**src/rtl/riscv_pkg.sv**
```systemverilog
// Shared core constants and the sequential-PC helper used by the fetch path.
package riscv_pkg;
  localparam int XLEN = 32;
  localparam logic [XLEN-1:0] RESET_PC_INIT = 32'h0000_0000;
  localparam logic [XLEN-1:0] NOP_INSN = 32'h0000_0013;
  localparam int CNT_W = 3;

  function automatic logic [XLEN-1:0] next_pc(input logic [XLEN-1:0] pc);
    return pc + XLEN'(4);
  endfunction
endpackage

```
**src/rtl/fetch_fifo.sv**
```systemverilog
// Instruction buffer of {pc, instr} entries; the head is shown combinationally from the registered storage.
// Push and pop may coincide at any occupancy, including full. Flush wins over both.
module fetch_fifo import riscv_pkg::*; #(
  parameter int DEPTH = 2,
  parameter int WIDTH = 64
) (
  input  logic             clk,
  input  logic             rst_n,
  input  logic             push,
  input  logic [WIDTH-1:0] push_dat,
  input  logic             pop,
  input  logic             flush,
  output logic [WIDTH-1:0] head,
  output logic             full,
  output logic             empty,
  output logic [CNT_W-1:0] count
);
  localparam int AW = $clog2(DEPTH);

  logic [AW-1:0]    rd_q, rd_d, wr_q, wr_d;
  logic [CNT_W-1:0] cnt_q, cnt_d;
  logic [WIDTH-1:0] mem_q [DEPTH];
  logic [WIDTH-1:0] mem_d [DEPTH];
  logic             do_push, do_pop;

  assign empty = (cnt_q == '0);
  assign full  = (cnt_q == CNT_W'(DEPTH));
  assign count = cnt_q;
  assign head  = mem_q[rd_q];

  always_comb begin
    do_pop  = pop && !empty && !flush;
    do_push = push && (!full || do_pop) && !flush;
    mem_d   = mem_q;
    rd_d    = rd_q;
    wr_d    = wr_q;
    cnt_d   = cnt_q;
    if (flush) begin
      rd_d  = '0;
      wr_d  = '0;
      cnt_d = '0;
    end else begin
      if (do_push) begin
        mem_d[wr_q] = push_dat;
        wr_d        = wr_q + AW'(1);
      end
      if (do_pop) rd_d = rd_q + AW'(1);
      cnt_d = cnt_q + CNT_W'(do_push) - CNT_W'(do_pop);
    end
  end

  always_ff @(posedge clk or negedge rst_n) begin
    if (!rst_n) begin
      rd_q  <= '0;
      wr_q  <= '0;
      cnt_q <= '0;
    end else begin
      rd_q  <= rd_d;
      wr_q  <= wr_d;
      cnt_q <= cnt_d;
    end
  end

  // Storage carries no reset: validity is tracked entirely by cnt_q.
  always_ff @(posedge clk) begin
    mem_q <= mem_d;
  end
endmodule

```
**src/rtl/fetch_unit.sv**
```systemverilog
// Instruction fetch: credit-limited request issue, in-order responses buffered one cycle before decode.
// Decode stalls via inst_ready; memory stalls via imem_req_ready; redirect flushes and drops in-flight responses.
module fetch_unit import riscv_pkg::*; #(
  parameter logic [XLEN-1:0] RESET_PC = RESET_PC_INIT,
  parameter int              DEPTH    = 2
) (
  input  logic            clk,
  input  logic            rst_n,
  output logic            imem_req_valid,
  input  logic            imem_req_ready,
  output logic [XLEN-1:0] imem_req_addr,
  input  logic            imem_resp_valid,
  input  logic [XLEN-1:0] imem_resp_data,
  input  logic            redirect,
  input  logic [XLEN-1:0] redirect_pc,
  output logic            inst_valid,
  input  logic            inst_ready,
  output logic [XLEN-1:0] instruction,
  output logic [XLEN-1:0] inst_pc,
  output logic            fetch_fault
);
  localparam int SW = CNT_W + 1;

  logic [XLEN-1:0]   pc_q, pc_d, rpc_q, rpc_d;
  logic [CNT_W-1:0]  out_q, out_d, drop_q, drop_d, buf_count, in_flight;
  logic              fault_q, fault_d;
  logic              buf_full, buf_empty, hs, resp_live, pop, credit_ok;
  logic [2*XLEN-1:0] buf_head;

  // Every request holds a buffer slot until decode drains it, so the buffer cannot overflow.
  assign credit_ok      = (SW'(out_q) + SW'(buf_count)) < SW'(DEPTH);
  assign imem_req_valid = rst_n && credit_ok && !buf_full && !fault_q && !redirect;
  assign imem_req_addr  = pc_q;
  assign hs             = imem_req_valid && imem_req_ready;
  assign resp_live      = imem_resp_valid && (drop_q == '0) && !redirect;
  assign inst_valid     = !buf_empty;
  assign pop            = inst_valid && inst_ready;
  assign {inst_pc, instruction} = buf_head;
  assign fetch_fault    = fault_q;
  assign in_flight      = out_q + CNT_W'(hs) - CNT_W'(imem_resp_valid);

  // rpc_q is the PC of the next live response; stale ones never advance it.
  always_comb begin
    pc_d    = pc_q;
    rpc_d   = rpc_q;
    out_d   = in_flight;
    drop_d  = drop_q;
    fault_d = fault_q;
    if (redirect) begin
      pc_d    = redirect_pc;
      rpc_d   = redirect_pc;
      drop_d  = in_flight;
      fault_d = (redirect_pc[1:0] != 2'b00);
    end else begin
      if (hs) pc_d = next_pc(pc_q);
      if (resp_live) rpc_d = next_pc(rpc_q);
      if (imem_resp_valid && (drop_q != '0)) drop_d = drop_q - CNT_W'(1);
    end
  end

  always_ff @(posedge clk or negedge rst_n) begin
    if (!rst_n) begin
      pc_q    <= RESET_PC;
      rpc_q   <= RESET_PC;
      out_q   <= '0;
      drop_q  <= '0;
      fault_q <= 1'b0;
    end else begin
      pc_q    <= pc_d;
      rpc_q   <= rpc_d;
      out_q   <= out_d;
      drop_q  <= drop_d;
      fault_q <= fault_d;
    end
  end

  fetch_fifo #(
    .DEPTH (DEPTH),
    .WIDTH (2*XLEN)
  ) u_buf (
    .clk      (clk),
    .rst_n    (rst_n),
    .push     (resp_live),
    .push_dat ({rpc_q, imem_resp_data}),
    .pop      (pop),
    .flush    (redirect),
    .head     (buf_head),
    .full     (buf_full),
    .empty    (buf_empty),
    .count    (buf_count)
  );
endmodule

```
**config.mk**
```make
export PLATFORM = sky130hd
export DESIGN_NAME = fetch_unit
export DESIGN_NICKNAME = d
export VERILOG_FILES = /design/src/rtl/riscv_pkg.sv /design/src/rtl/fetch_fifo.sv /design/src/rtl/fetch_unit.sv
export SDC_FILE = /design/constraint.sdc
export NUM_CORES = 1
export LEC_CHECK = 0
export BUFFER_PORTS_ARGS = -buffer_cell sky130_fd_sc_hd__buf_2
export CORE_MARGIN = 4
export CORE_UTILIZATION = 60
export CTS_CLUSTER_SIZE = 40
export DETAILED_ROUTE_END_ITERATION = 7
export PLACE_DENSITY_LB_ADDON = 0.1
export SETUP_SLACK_MARGIN = 0.4
export SYNTH_ARGS = -nofsm -noshare
export SYNTH_HDL_FRONTEND = slang
export SYNTH_HIERARCHICAL = 1
export SYNTH_SLANG_ARGS = --single-unit
```
**constraint.sdc**
```tcl
create_clock -name clk -period 8 [get_ports clk]
set_input_delay 1.6 -clock clk [delete_from_list [all_inputs] [get_ports clk]]
set_output_delay 1.6 -clock clk [all_outputs]
set_load 0.02 [all_outputs]
```
==> results.md <==
* Synth warn at 6
* Drt wl/cell at approximately 18 µm
* Post-route setup TNS at 0 ps
* Clock slew seen by the registers of the worst setup and hold paths at roughly 60 ps
* Slew at the pin with the worst max-slew slack at 1010 ps
* Clock Path Buffers at 3
* Mapped Avg Cell Area at approximately 13 µm²
* Initial antenna violation count at 0
* Synth Instances at between 600 and 700
* Number of global-route vias before repair at 5911
* Final instance area at roughly 11000 µm²
* Ys async rst share at between 30% and 40%
* Number of synthesized flops with an enable pin at around 130
* Period minus WS final at about 5200 ps
* Yosys cell types at slightly below 60
* Final setup fails at 0
* First-pass DRT Iterations at 5
* Reg2reg start: u_buf/count[1]
* Num ports at about 170
* Global-route wire length before repair at about 30 mm
* DIE AREA at 16900 µm²
* Final hold viol count at 0
* Leading area contributor after synthesis: edfxtp_1
* Die height at ~130 µm
* Worst slew margin at 32.5%
* Largest net degree at the start of global routing at between 70 and 80
* Max Cap Violations at 0
* Total GRT Usage at 22.5%
* Clk_lat worst skew at a little under 500 ps
* Setup Buffers After CTS at 0
* Worst Setup Path Type: in2reg
* Die width at 130 µm
* Final worst slack at 2760 ps
* TritonCTS buffer count at 22
* Via count at 6082
* Synth top area cells: edfxtp_1 (43%), dfrtp_1 (21%), mux2_2 (8.7%)
* Post-Synthesis Cell Area at approximately 8900 µm²
* RSZ-0062 raised after global routing: no
* Initial DRC count at around 470
* Sequential share of the synthesized area at ~64%
* Area growth syn-to-layout at 20.2%
* GP Congestion at around 0.9
* Htree depth at 1
* Worst Clk Skew at around 16 ps
* Placed cell area at about 10000 µm²
* Status: finished, final reports clean
* Layout Utilization at between 70% and 80%
* Sequential cell area at 5750 µm²
* Worst EP required at ~8400 ps
* Total power at roughly 2.6 mW
* Most frequent cell after synthesis: edfxtp_1
* Final WL at about 19 mm
* Hold_buf cts at 0
* Min-delay worst type: reg2reg
* Fillers at between 900 and 1000
* Power Dens Cells at 245 nW/µm²
* Antenna diodes at 0
* Startpoint types: primary input
* Placement Setup Slack at between 2000 and 2500 ps
* Max IR drop VDD at roughly 0.18 mV
* Root Driver: clkbuf_16
* Final slew viol count at 0
* Via density at about 5.8
* Most frequent cells after synthesis: edfxtp_1 (128), dfrtp_1 (76), mux2_2 (69)
* Clock sink total at ~200
* Post-route ant nets at 0
* TritonCTS clock tree: done
* Crit path DAT at ~5700 ps
* DP HPWL at 12.8 mm
* Highest Clock Rate at about 0.19 GHz
* Core Rows at 44
* Post-Syn Nets at 753
* Post-synth top area share at between 40% and 50%
* Synth Flop Type: edfxtp_1
* Total core area at roughly 15000 µm²
* DRC violations left at 0
* Worst Hold Launch: rpc_q[0]
* Final period util at between 60% and 70%
* IO Port Bufs at 168
* Static Leak at ~4.2 nW
* Synthesis-stage register bit count at 204
* Crit path max fanout at 20
* Multi-input gate area at 3000 µm²
* Share of cells above drive strength 1 at roughly a third
* Crit end category: flip-flop
* Total global routing overflow at 0
* Post_cts resized at 0
* Initial core utilization at 61.3%
* Critical Path Start: redirect
* Nets@finish at between 900 and 1000
==> cell families after synthesis <==
kind of cell	count (synthesis)	share of synthesized area [%]
flip-flops	204	64.3
AND/OR/NAND/NOR	194	11.5
AO/OA/AOI/OAI	99	7.32
multiplexers	70	8.81
buffers and inverters	52	2.32
XOR/XNOR	38	3.72
adder cells (fa/ha/maj)	13	2.07
==> worst paths after layout <==
kind	to	slack [ps]	depth (start not counted)
worst max-delay path	drop_q[2]	2760	13
min in group asynchronous	imem_req_addr[7]	1350	2
worst min-delay path	u_buf/mem_q[32]	480	0
worst min register to register	u_buf/mem_q[32]	480	0
max in group asynchronous	u_buf/rd_q	5940	2
worst max register to register	drop_q[2]	3210	13
==> where the power goes <==
part	internal, mW	switching, mW	leakage [nW]	total [mW]
Sequential	1.20	0.0653	2.07	1.26
Combinational	0.122	0.195	1.82	0.317
Clock	0.655	0.399	0.357	1.05
==> sequential cells by signal, indices dropped and copies added, names as in the netlist <==
register / cells
u_buf/wr_q: 1
rpc_q: 32
u_buf/mem_q: 128
imem_req_addr: 32
fetch_fault: 1
drop_q: 3
u_buf/rd_q: 1
u_buf/count: 3
out_q: 3
==> critical path: stages <==
cell and delay (ps):
buf_2 110, nor4_2 360, nand4_1 520, nor2_1 910, inv_1 570, ha_1 440, inv_1 40, ha_1 180
fa_1 380, xnor2_1 190, xnor2_1 160, nand2_1 80, o21ai_0 100
==> metal layers <==
layer  wire, µm  GRT usage, %
met5          0             0
met4        208          4.77
met3       1770          3.93
met2       8950          35.4
met1       8240          33.6
==> cells in the final DEF (no fill, tap or decap), drive strengths merged, types with 6 or more instances in the layout <==
cell / instances
buf: 176
edfxtp: 128
dfrtp: 76
mux2: 69
nand2: 59
o21ai: 39
nand3: 29
inv: 29
xor2: 28
clkbuf: 27
nor2: 23
nand4: 20
and3: 13
nor3: 13
a21oi: 11
o211ai: 10
xnor2: 10
ha: 10
o311ai: 9
or3: 7
nor4: 7
a21o: 6
==> cell type report <==
class	count	share of cell area, %
multi-input cells	414	27.9
flip-flops and latches	204	53.5
repair buffers	176	8.41
clock inverters	13	1.58
well taps	184	2.14
inverters	28	0.978
clock buffers	27	5.50
==> per-stage QoR <==
step	instances	hold WS, ps
floorplan	670	442
global placement	1006	454
detailed placement	1006	465
CTS	1046	479
global route	1046	494
finish	1046	477
(Power assumes the default switching activity.)
